## config.mk

```make
export PLATFORM = sky130hd
export DESIGN_NAME = digital_lock_top
export DESIGN_NICKNAME = d
export VERILOG_FILES = /design/src/rtl/digital_lock_top.sv
export SDC_FILE = /design/constraint.sdc
export NUM_CORES = 1
export LEC_CHECK = 0
export ABC_AREA = 1
export BUFFER_PORTS_ARGS = -buffer_cell sky130_fd_sc_hd__buf_2
export CAP_MARGIN = 20
export CORE_MARGIN = 5
export CORE_UTILIZATION = 45
export CTS_CLUSTER_DIAMETER = 120
export DETAILED_ROUTE_END_ITERATION = 8
export GPL_TIMING_DRIVEN = 0
export PLACE_DENSITY = 0.66
export SYNTH_ARGS = -nofsm -noshare
export SYNTH_HDL_FRONTEND = slang
export SYNTH_SLANG_ARGS = --single-unit
```

## constraint.sdc

```tcl
create_clock -name clk -period 3.05 [get_ports clk]
set_input_delay 0.4575 -clock clk [delete_from_list [all_inputs] [get_ports clk]]
set_output_delay 0.4575 -clock clk [all_outputs]
set_load 0.02 [all_outputs]
```

## src/rtl/digital_lock_top.sv

```systemverilog
// -----------------------------------------------------------------------------
// digital_lock_top
//
// Four-button combination lock, board top level. Each button is synchronized,
// debounced and rising-edge detected. A state machine follows entry of the
// code S-W-E-W. led shows how far the entry has progressed, and rgb shows
// whether the lock is locked (red) or unlocked (green).
//
// Optional build macro: DIGITAL_LOCK_LOCKOUT_EN
//   When defined, the third wrong attempt puts the lock into a LOCKOUT state
//   (blue) for LOCKOUT_CYCLES clocks. In that state every press is ignored.
//
// Ports:
//   clk       system clock
//   rst       asynchronous reset, active-low
//   btn[3:0]  buttons N,S,E,W (bit 3..0), active-high, asynchronous to clk
//   sw[3:0]   sw[0] = synchronous relock/clear (active-high), sw[3:1] unused
//   led[3:0]  entry progress: 0000, 0001, 0011, 0111, 1111
//   rgb[2:0]  {red, green, blue} status colour
// -----------------------------------------------------------------------------
module digital_lock_top #(
  parameter int clk_freq       = 125_000_000,
  parameter int stable_time    = 1,
  parameter int LOCKOUT_CYCLES = 1000
) (
  input  logic       clk,
  input  logic       rst,
  input  logic [3:0] btn,
  input  logic [3:0] sw,
  output logic [3:0] led,
  output logic [2:0] rgb
);

  localparam int DEB_RAW         = (clk_freq / 1_000_000 * stable_time) / 1000;
  localparam int DEBOUNCE_CYCLES = (DEB_RAW < 1) ? 1 : DEB_RAW;
  localparam int DEB_CNT_W       = (DEBOUNCE_CYCLES > 1) ? $clog2(DEBOUNCE_CYCLES) : 1;
  localparam logic [DEB_CNT_W-1:0] DEB_CNT_MAX = DEB_CNT_W'(DEBOUNCE_CYCLES - 1);

  typedef enum logic [2:0] {
    LOCKED   = 3'd0,
    GOT_S    = 3'd1,
    GOT_SW   = 3'd2,
    GOT_SWE  = 3'd3,
    UNLOCKED = 3'd4
`ifdef DIGITAL_LOCK_LOCKOUT_EN
    ,
    LOCKOUT  = 3'd5
`endif
  } state_e;

  logic unused_sw;
  assign unused_sw = ^sw[3:1];

  // ---------------------------------------------------------------------------
  // Input path: two-flop synchronizer, debouncer and edge register per bit
  // ---------------------------------------------------------------------------
  logic [3:0]           sync1_q, sync2_q, deb_q, deb_prev_q;
  logic [DEB_CNT_W-1:0] deb_cnt_q [4];

  // NOTE: every register here is updated with <=. All flops then sample
  // pre-edge values, so the synchronizer chain really is two stages deep.
  always_ff @(posedge clk or negedge rst) begin
    if (!rst) begin
      sync1_q    <= '0;
      sync2_q    <= '0;
      deb_prev_q <= '0;
    end else begin
      sync1_q    <= btn;
      sync2_q    <= sync1_q;
      deb_prev_q <= deb_q;
    end
  end

  // The debounced level flips only after the synchronized input has
  // disagreed with it for DEBOUNCE_CYCLES consecutive clocks.
  // NOTE: the per-bit counter array is only four small registers, so it
  // gets a reset like any other flop. It does not behave as a memory.
  always_ff @(posedge clk or negedge rst) begin
    if (!rst) begin
      deb_q <= '0;
      for (int i = 0; i < 4; i++) deb_cnt_q[i] <= '0;
    end else begin
      for (int i = 0; i < 4; i++) begin
        if (sync2_q[i] != deb_q[i]) begin
          if (deb_cnt_q[i] == DEB_CNT_MAX) begin
            deb_q[i]     <= sync2_q[i];
            deb_cnt_q[i] <= '0;
          end else begin
            deb_cnt_q[i] <= deb_cnt_q[i] + DEB_CNT_W'(1);
          end
        end else begin
          deb_cnt_q[i] <= '0;
        end
      end
    end
  end

  // One-cycle press pulses. A valid press has exactly one button.
  logic [3:0] press;
  logic       any_press, one_press;
  logic       p_n, p_s, p_e, p_w;

  assign press     = deb_q & ~deb_prev_q;
  assign any_press = |press;
  assign one_press = $onehot(press);
  assign p_n       = one_press & press[3];
  assign p_s       = one_press & press[2];
  assign p_e       = one_press & press[1];
  assign p_w       = one_press & press[0];

  // ---------------------------------------------------------------------------
  // Lock state machine
  // ---------------------------------------------------------------------------
  state_e state_q, state_d;

`ifdef DIGITAL_LOCK_LOCKOUT_EN
  localparam int LO_W = (LOCKOUT_CYCLES > 1) ? $clog2(LOCKOUT_CYCLES) : 1;
  localparam logic [LO_W-1:0] LO_MAX = LO_W'(LOCKOUT_CYCLES - 1);

  logic [1:0]      fail_q, fail_d;
  logic [LO_W-1:0] lo_cnt_q, lo_cnt_d;
  logic            wrong;
`else
  logic [31:0] unused_lockout;
  assign unused_lockout = 32'(LOCKOUT_CYCLES);
`endif

  // NOTE: each signal driven here gets its default value first. Then no
  // path through the case statements leaves a value unassigned, and no latch
  // can be inferred.
  always_comb begin
    state_d = state_q;
`ifdef DIGITAL_LOCK_LOCKOUT_EN
    fail_d   = fail_q;
    lo_cnt_d = '0;
    wrong    = 1'b0;
`endif
    if (sw[0]) begin
      state_d = LOCKED;
    end else begin
      case (state_q)
        LOCKED:   if (any_press) state_d = p_s ? GOT_S : LOCKED;
        GOT_S:    if (any_press) state_d = p_w ? GOT_SW   : (p_s ? GOT_S : LOCKED);
        GOT_SW:   if (any_press) state_d = p_e ? GOT_SWE  : (p_s ? GOT_S : LOCKED);
        GOT_SWE:  if (any_press) state_d = p_w ? UNLOCKED : (p_s ? GOT_S : LOCKED);
        // Only a clean N relocks. Other presses, including multi-button
        // presses, leave the lock open.
        UNLOCKED: if (p_n) state_d = LOCKED;
`ifdef DIGITAL_LOCK_LOCKOUT_EN
        LOCKOUT: begin
          if (lo_cnt_q == LO_MAX) state_d = LOCKED;
          else                    lo_cnt_d = lo_cnt_q + LO_W'(1);
        end
`endif
        default:  state_d = LOCKED;
      endcase
    end

`ifdef DIGITAL_LOCK_LOCKOUT_EN
    // A wrong attempt is any press that sends an entry state back to LOCKED.
    wrong = any_press && !sw[0] && (state_d == LOCKED) &&
            (state_q inside {LOCKED, GOT_S, GOT_SW, GOT_SWE});
    if (sw[0] || state_d == UNLOCKED) begin
      fail_d = '0;
    end else if (wrong) begin
      if (fail_q == 2'd2) begin
        state_d = LOCKOUT;
        fail_d  = '0;
      end else begin
        fail_d = fail_q + 2'd1;
      end
    end
`endif
  end

  // The outputs decode from the next state and are registered in the same
  // edge as the state register, so led and rgb never lag the state.
  logic [3:0] led_q, led_d;
  logic [2:0] rgb_q, rgb_d;

  always_comb begin
    led_d = 4'b0000;
    rgb_d = 3'b100;
    case (state_d)
      GOT_S:    led_d = 4'b0001;
      GOT_SW:   led_d = 4'b0011;
      GOT_SWE:  led_d = 4'b0111;
      UNLOCKED: begin
        led_d = 4'b1111;
        rgb_d = 3'b010;
      end
`ifdef DIGITAL_LOCK_LOCKOUT_EN
      LOCKOUT:  rgb_d = 3'b001;
`endif
      default:  ;
    endcase
  end

  always_ff @(posedge clk or negedge rst) begin
    if (!rst) begin
      state_q <= LOCKED;
      led_q   <= 4'b0000;
      rgb_q   <= 3'b100;
    end else begin
      state_q <= state_d;
      led_q   <= led_d;
      rgb_q   <= rgb_d;
    end
  end

`ifdef DIGITAL_LOCK_LOCKOUT_EN
  always_ff @(posedge clk or negedge rst) begin
    if (!rst) begin
      fail_q   <= '0;
      lo_cnt_q <= '0;
    end else begin
      fail_q   <= fail_d;
      lo_cnt_q <= lo_cnt_d;
    end
  end
`endif

  assign led = led_q;
  assign rgb = rgb_q;

endmodule

```

==> results_dict.tcl, run 1 <==
set metrics [dict create \
    clock_path_buffers 2 \
    cp-end-kind "flop" \
    synth-seq-cells 24 \
    yosysUniqueCellTypes 17 \
    first_global_vias 582 \
    finalCritPeriodShare_pct 79.1 \
    design.core.area_mm2 0.00200 \
    dp_worst_setup_slack_ns 0.645 \
    synthAdderAreaFrac_pct 6.01 \
    cts.hold.buffers_added 0 \
    p_per_area_mw_per_mm2 476 \
    drv_cap 0 \
    num_io_pins 17 \
    routed_wl_mm 1.31 \
    cts_buffers 3 \
    synth_top_cells_by_area "dfrtp_1 (60%), inv_1 (7.1%), nand3_2 (5.2%)" \
    hold_violations 0 \
    cts_max_level 1 \
    track_usage_pct 9.42 \
    synth_top_area_share_pct 60.1 \
    grt_max_degree 25 \
    fin_worst_skew_ns 0.00817 \
    synthMuxAreaShare_pct 0 \
    dp_cells 126 \
    fin_util_pct 53.8 \
    fin_nets 118 \
    critPathTopFamily "adder cells" \
    yosysWarnings 0 \
    cts-root-buf "clkbuf_4" \
    cp_cell_sequence "inv_1, nor2_1, fa_1, ha_1, ha_1, inv_1, nand3_2, nor2_2, nand2_1, nand3_1, nand2_1, nand2_1, nand3_2" \
    synthArstFlopShare_pct 100 \
    hpwl_mm 1.03 \
    synth_compound_area_share_pct 1.31 \
    holdWs_ns 0.101 \
    area_growth_syn_to_layout_pct 12.5 \
    clock_latency_ns 0.30 \
    drtPass1Iterations 3 \
    die_w_um 56.1 \
    synth_top_area_cell "dfrtp_1" \
    io_buffers 12 \
    viasPerCell 4.51 \
    slowest_stage "fa_1" \
    start_util_pct 47.8 \
    die_y_um 56.1 \
    netlist_area_um2 957 \
    rsz0062_at_grt "no" \
    gp_congestion 0.689 \
    fp.dieArea_mm2 0.00315 \
    avgRoutedWirePerCell_um 10.0 \
    cp.arrival_ns 2.60 \
    cts_tree "done" \
    worst_slew_pin_slew_ns 0.502 \
    synth-simple-area-share_pct 18.8 \
    grt_pass1_wl_mm 2.37 \
    vias 586 \
    cts_setup_buffers 0 \
    fin_crit_ns 2.41 \
    cp.buffers_inverters 2 \
    drc 0 \
    setup_ws_ns 0.638 \
    slew_viol_final 0 \
    synth_top_family_by_area "simple AND/OR/NAND/NOR gates" \
    multi_input_area_um2 254 \
    synth_flop_cell "dfrtp_1" \
    max_freq_mhz 415 \
    worstPathRequired_ns 3.24 \
    antenna_found_initial 0 \
    postRouteAntennaNets 0 \
    synth-edff-count 0 \
    slew_headroom_pct 66.6 \
    syn-instance-count 87 \
    drt_iter0_drc 8 \
    fillerInstances 177 \
    fin_cells 130 \
    hold_class "in -> async" \
    num_antenna_cells 0 \
    ys_seq_area_share_pct 62.9 \
    rows 16 \
    syn_area_per_cell_um2 11.0 \
    seq_area_um2 602 \
    setup_violations 0 \
    ctsResizeCount 0 \
    clk_pin_slew_ns 0.12 \
    ir_drop_mv 0.333 \
    p_leak_nw 0.609 \
    critPathMostFrequentCell "nand2_1" \
    worstSetupStartpointType "flop" \
    synth_xor_xnor_area_share_pct 0 \
    tns_ns 0 \
    path_max_fanout 3 \
    drive_gt1_share_pct 30.1 \
    worstSetupPathType "reg -> reg" \
    status "completed" \
    overflow 0 \
    syn_nets 101 \
    cts_sinks 24 \
    max_stage_delay_ns 0.48 \
]
## report_power, final
| group | internal (mW) | switching [mW] |
|---|---|---|
| sequential | 0.330 | 0.00437 |
| combinational | 0.0156 | 0.0294 |
| clock | 0.0509 | 0.0825 |
| total | 0.397 | 0.116 |
## state kept, by name, indices dropped and copies added (netlist names)
register and flops:
deb_prev_q 4, deb_q 4, sync1_q 4, sync2_q 4
led 3, state_q 3, rgb 2
## Yosys cell counts, types with 2 or more instances
library cell and number:
dfrtp_1 23, clkbuf_1 4, nand3_2 5, inv_1 18, buf_4 2, nor2_1 4
nand2_1 9, nand4_1 3, ha_1 3, nand2_2 3, nand3_1 5, nor2_2 3
## cell families (layout without fill, tap and decap cells)
| family | count (synthesis) | in the layout |
|---|---|---|
| other | 1 | 1 |
| AOI/OAI and AO/OA | 1 | 1 |
| adders and majority gates | 4 | 4 |
| buffers and inverters | 25 | 41 |
| DFF | 24 | 24 |
| and+or+nand+nor | 32 | 32 |
## per-layer routing
metal | routed length, um | track usage [%] | up-vias
met5 | 0 | 0 | -
met1 | 591 | 11.9 | 287
met4 | 14 | 5.08 | 0
li1 | - | - | 288
met3 | 53 | 1.39 | 2
met2 | 645 | 15.4 | 9
## cell type report
class	instances	area share, %
inverters	19	6.62
plain buffers	6	2.79
multi-input cells	38	23.6
flip-flops and latches	24	55.9
clock buffers	4	2.44
repair buffers	12	5.57
well taps	27	3.14
## final timing paths
path                                            from                   end  slack [ns]  depth (start not counted)
worst max-delay path            deb_q[1]$_DFFE_PN0P_      led[0]$_DFF_PN0_        0.64                         13
worst min-delay path                             rst  sync1_q[2]$_DFF_PN0_        0.10                          1
worst max register to register  deb_q[1]$_DFFE_PN0P_      led[0]$_DFF_PN0_        0.64                         13
worst min register to register  sync1_q[0]$_DFF_PN0_  sync2_q[0]$_DFF_PN0_        0.36                          0
max in group asynchronous                        rst      rgb[2]$_DFF_PN1_        2.58                          1
min in group clk                              btn[3]  sync1_q[3]$_DFF_PN0_        0.25                          1
## layout by cell type, fill, tap and decap left out, drive strengths merged
master,Yosys,final
inv,19,19
nor2,7,7
dfrtp,23,23
clkbuf,4,8
dfstp,1,1
o22ai,1,1
ha,3,3
buf,2,14
nand3,10,10
fa,1,1
conb,1,1
nand2,12,12
nand4,3,3
## per-stage QoR
stage / cell area [um2] / total power, mW
2_1_floorplan: 957 / 0.370
3_3_place_gp: 1050 / 0.384
3_5_place_dp: 1050 / 0.387
4_1_cts: 1080 / 0.524
5_1_grt: 1080 / 0.541
6_report: 1080 / 0.513
No activity file was read; power rests on OpenSTA's default activity.
==> run 2, diff against run 1 <==
PLACE_DENSITY = 0.69   (was 0.66)
clock period = 2 ns   (was 3.05 ns; I/O delays follow)
==> run 2 against run 1 <==
Net effect:
- the run now ends with negative setup slack left
- non-clock buffer count grew 10
- critical path depth unchanged
- worst setup slack got worse by 0.80 ns
- critical path type unchanged
- largest power group unchanged
==> results_dict.tcl, run 2 (synthesis gave the netlist of run 1 again) <==
set metrics [dict create \
    antenna_found_initial 0 \
    overflow 0 \
    p_leak_nw 0.671 \
    fillerInstances 168 \
    design.core.area_mm2 0.00200 \
    rsz0062_at_grt "yes" \
    drv_cap 0 \
    tns_ns -1.12 \
    ir_drop_mv 0.644 \
    clock_latency_ns 0.31 \
    cts_max_level 1 \
    rows 16 \
    postRouteAntennaNets 0 \
    num_io_pins 17 \
    area_growth_syn_to_layout_pct 30.5 \
    final_cell_mix "dfrtp_1 (23), inv_1 (15), buf_2 (12), buf_4 (11), nand2_2 (7)" \
    cp-end-kind "flop" \
    setup_ws_ns -0.165 \
    worst_slew_pin_slew_ns 0.513 \
    fin_worst_skew_ns 0.00154 \
    drc 0 \
    io_buffers 12 \
    avgRoutedWirePerCell_um 11.8 \
    slew_headroom_pct 65.8 \
    cts_buffers 3 \
    finalCritPeriodShare_pct 108 \
    fin_nets 128 \
    hold_class "in -> reg" \
    worstSetupStartpointType "flop" \
    num_antenna_cells 0 \
    slew_viol_final 0 \
    hpwl_mm 1.14 \
    first_global_vias 701 \
    max_freq_mhz 462 \
    hold_violations 0 \
    drive_gt1_share_pct 46.9 \
    path_max_fanout 3 \
    drtPass1Iterations 3 \
    cts-root-buf "clkbuf_4" \
    worstPathRequired_ns 2.21 \
    fin_crit_ns 2.17 \
    clk_pin_slew_ns 0.12 \
    place_area_mm2 0.00107 \
    grt_pass1_wl_mm 3.13 \
    gp_congestion 0.685 \
    track_usage_pct 12.9 \
    p_per_area_mw_per_mm2 768 \
    die_y_um 56.1 \
    routed_wl_mm 1.66 \
    start_util_pct 47.8 \
    clock_path_buffers 2 \
    vias 616 \
    die_w_um 56.1 \
    viasPerCell 4.40 \
    violations "negative setup slack" \
    final_common_cell "dfrtp_1" \
    cp.arrival_ns 2.37 \
    grt_max_degree 25 \
    fp.dieArea_mm2 0.00315 \
    drt_iter0_drc 8 \
    final_area_mm2 0.00125 \
    status "finished with violations" \
    setup_violations 8 \
    worstSetupPathType "reg -> reg" \
    cts_tree "done" \
    cts_sinks 24 \
]
run 2: cell type report:
type	count	area [um2]	area share [%]
Multi-Input combinational cell	38	319	25.6
Tap cell	27	33.8	2.71
Timing Repair Buffer	22	138	11.0
Sequential cell	24	602	48.2
Buffer	6	30.0	2.40
Inverter	19	73.8	5.91
Clock inverter	1	30.0	2.40
Clock buffer	3	22.5	1.80
run 2: worst max-delay path, cell delays in order, from the launching register on:
cell     delay [ns]
dfrtp_1        0.41
nand2_2        0.09
inv_2          0.04
fa_1           0.54
ha_2           0.19
ha_4           0.20
inv_4          0.06
nand3_4        0.08
nor2_4         0.11
nand2_2        0.09
nand3_2        0.07
nand2_2        0.06
nand2_2        0.07
nand3_2        0.07
run 2: final timing paths:
path | depth (start not counted) | slack [ns] | from | end
min in group asynchronous | 2 | 0.47 | rst | rgb[1]$_DFF_PN0_
hold reg to reg | 0 | 0.36 | sync1_q[0]$_DFF_PN0_ | sync2_q[0]$_DFF_PN0_
setup reg to reg | 13 | -0.17 | deb_q[0]$_DFFE_PN0P_ | led[0]$_DFF_PN0_
setup / recovery | 13 | -0.17 | deb_q[0]$_DFFE_PN0P_ | led[0]$_DFF_PN0_
max in group asynchronous | 2 | 1.17 | rst | rgb[2]$_DFF_PN1_
hold / removal | 1 | 0.09 | btn[2] | sync1_q[2]$_DFF_PN0_
run 2: routing by layer:
metal / part of all wire, % / track usage [%] / up-vias
met2: 52 / 20.9 / 14
li1: - / - / 307
met3: 4.1 / 1.86 / 6
met1: 41 / 15.6 / 289
met4: 2.7 / 9.15 / 0
met5: 0 / 0 / -
run 2: stage by stage:
| stage | cells | utilization (%) | total power, mW | setup WS [ns] | hold WS [ns] |
|---|---|---|---|---|---|
| after floorplan | 87 | - | 0.570 | -0.0943 | 0.00441 |
| after global routing | 140 | 62.4 | 0.999 | -0.327 | 0.0698 |
| after detailed placement | 126 | 53.4 | 0.597 | -0.282 | 0.299 |
| after CTS | 140 | 61.6 | 0.971 | -0.189 | 0.0693 |
| after global placement | 126 | 53.4 | 0.591 | -0.204 | 0.289 |
| final | 140 | 62.4 | 0.959 | -0.165 | 0.0888 |
run 2: repair_timing:
action / CTS / global route
endpoints found under the hold margin: 23 / 0
pin swaps: 8 / 2
endpoints found under the setup margin: 8 / 8
setup buffers: 9 / 0
gates cloned: 0 / 0
resized for setup: 10 / 3
hold buffers: 1 / 0
run 2: where the power goes:
group | switching, mW | internal [mW] | total [mW]
sequential | 0.00764 | 0.504 | 0.511
combinational | 0.0606 | 0.0463 | 0.107
clock | 0.138 | 0.202 | 0.340
total | 0.206 | 0.752 | 0.959
==> run 3, diff against run 2 <==
BUFFER_PORTS_ARGS = unset   (was -buffer_cell sky130_fd_sc_hd__buf_2)
DONT_BUFFER_PORTS = 1   (was unset)
PLACE_DENSITY = unset   (was 0.69)
SLEW_MARGIN = 10   (was unset)
==> run 3 against run 2 <==
Net effect:
- the flow still finishes with violations (negative setup slack)
- clock skew hardly changed
- critical endpoint unchanged
- critical path depth is 1 lower
- die area stayed put
- maximum frequency is 1.3% lower
- first-iteration DRC count is 63% lower
- total power is 14% lower
- design area is 3.4% lower
- worst hold slack better by 0.13 ns
- clock power is 41% lower
- routed wire length is 0.72% higher
- via count is 3.6% lower
- worst setup slack worse by 0.028 ns
==> results_dict.tcl, run 3 (synthesis gave the netlist of run 1 again) <==
set metrics [dict create \
    status "finished with violations" \
    violations "negative setup slack" \
    num_antenna_cells 0 \
    clk_pin_slew_ns 0.11 \
    drt_iter0_drc 3 \
    avgRoutedWirePerCell_um 12.6 \
    clock_path_buffers 2 \
    p_leak_nw 0.615 \
    fin_nets 121 \
    first_global_vias 596 \
    worstSetupPathType "reg -> reg" \
    hold_violations 0 \
    rrSetupSlack_ns -0.19 \
    num_io_pins 17 \
    drc 0 \
    postRouteAntennaNets 0 \
    p_per_area_mw_per_mm2 683 \
    hpwl_um 974 \
    drv_cap 0 \
    routed_wl_mm 1.67 \
    grt_pass1_wl_mm 2.63 \
    cp.arrival_ns 2.44 \
    cts_sinks 24 \
    finalCritPeriodShare_pct 110 \
    die_y_um 56.1 \
    cts_max_level 1 \
    die_w_um 56.1 \
    holdWs_ns 0.224 \
    cts-root-buf "clkbuf_4" \
    cts_buffers 3 \
    path_max_fanout 6 \
    cts_tree "done" \
    rows 16 \
    drive_gt1_share_pct 40.6 \
    final_cell_mix "dfrtp_1 (23), inv_1 (13), buf_4 (11), nand2_2 (7)" \
    area_growth_syn_to_layout_pct 26.0 \
    fillerInstances 171 \
    drtPass1Iterations 2 \
    fin_util_pct 60.3 \
    overflow 0 \
    design.core.area_mm2 0.00200 \
    setup_ws_ns -0.194 \
    final_common_cell "dfrtp_1" \
    cp-end-kind "flop" \
    worstPathRequired_ns 2.24 \
    grt_max_degree 25 \
    clock_latency_ns 0.29 \
    slew_viol_final 0 \
    viasPerCell 4.47 \
    max_freq_mhz 456 \
    ir_drop_mv 0.550 \
    fin_worst_skew_ns 0.00117 \
    start_util_pct 47.8 \
    io_buffers 0 \
    worstSetupStartpointType "flop" \
    hold_class "in -> reg" \
    rsz0062_at_grt "yes" \
    antenna_found_initial 0 \
    setup_violations 8 \
    fin_crit_ns 2.19 \
    track_usage_pct 10.9 \
    fp.dieArea_mm2 0.00315 \
    vias 594 \
    p_total_mw 0.824 \
    gp_congestion 0.759 \
]
run 3: cell count changes in the layout (fill, tap and decap cells not counted), moves of 2 or more:
| cell | previous run | this run |
|---|---|---|
| buf_2 | 12 | 0 |
| dlygate4sd3_1 | 1 | 5 |
| inv_1 | 15 | 13 |
| inv_2 | 3 | 5 |
run 3: layout make-up:
type | instances | area, um2 | share of cell area [%]
timing repair buffer | 15 | 129 | 10.7
multi-input combinational | 38 | 312 | 25.8
tap | 27 | 33.8 | 2.80
inverter | 19 | 73.8 | 6.12
clock buffer | 4 | 26.3 | 2.18
buffer | 6 | 30.0 | 2.49
sequential | 24 | 602 | 49.9
run 3: per-stage QoR:
step | setup WS (ns) | TNS (ns) | instance area [um2] | std cells
final | -0.194 | -1.27 | 1210 | 133
after detailed placement | -0.220 | -1.32 | 1010 | 114
after global routing | -0.295 | -2.09 | 1210 | 133
after floorplan | -0.0943 | -0.327 | 975 | 87
after global placement | -0.206 | -1.20 | 1010 | 114
after CTS | -0.164 | -0.939 | 1140 | 128
run 3: final timing paths:
| check | endpoint | cells after the start | from |
|---|---|---|---|
| min in group asynchronous | sync2_q[2]$_DFF_PN0_ | 1 | rst |
| min | state_q[0]$_DFF_PN0_ | 3 | sw[0] |
| max | led[0]$_DFF_PN0_ | 12 | deb_q[0]$_DFFE_PN0P_ |
| max in group asynchronous | rgb[2]$_DFF_PN1_ | 2 | rst |
| min reg2reg | sync2_q[0]$_DFF_PN0_ | 0 | sync1_q[0]$_DFF_PN0_ |
| max reg2reg | led[0]$_DFF_PN0_ | 12 | deb_q[0]$_DFFE_PN0P_ |
run 3: report_power, final:
group	total [mW]	internal, mW	switching (mW)
logic	0.109	0.0492	0.0597
clock network	0.201	0.0775	0.124
registers	0.514	0.504	0.0104
total	0.824	0.630	0.194
run 3: worst max-delay path: stages, from the launching register on:
cell and delay [ns]:
dfrtp_1 0.42, nand2_2 0.10, inv_2 0.04, fa_1 0.51, ha_2 0.19, ha_4 0.20, inv_4 0.06, nand3_4 0.09
nor2_4 0.13, nand2_2 0.08, o22ai_2 0.11, nand2_2 0.12, nand3_2 0.09
run 3: repair_timing:
item | in CTS | in global routing
hold buffers | 1 | 4
endpoints found under the setup margin | 8 | 8
setup buffers | 9 | 0
pin swaps | 9 | 4
gates resized for setup | 8 | 6
hold endpoints to repair | 24 | 4
run 3: per-layer routing:
metal	up-vias	track usage [%]	share of wire, %
met4	0	8.47	3.7
met3	6	1.39	2.6
met1	285	11.9	38
li1	294	-	-
met5	-	0	0
met2	9	18.9	55
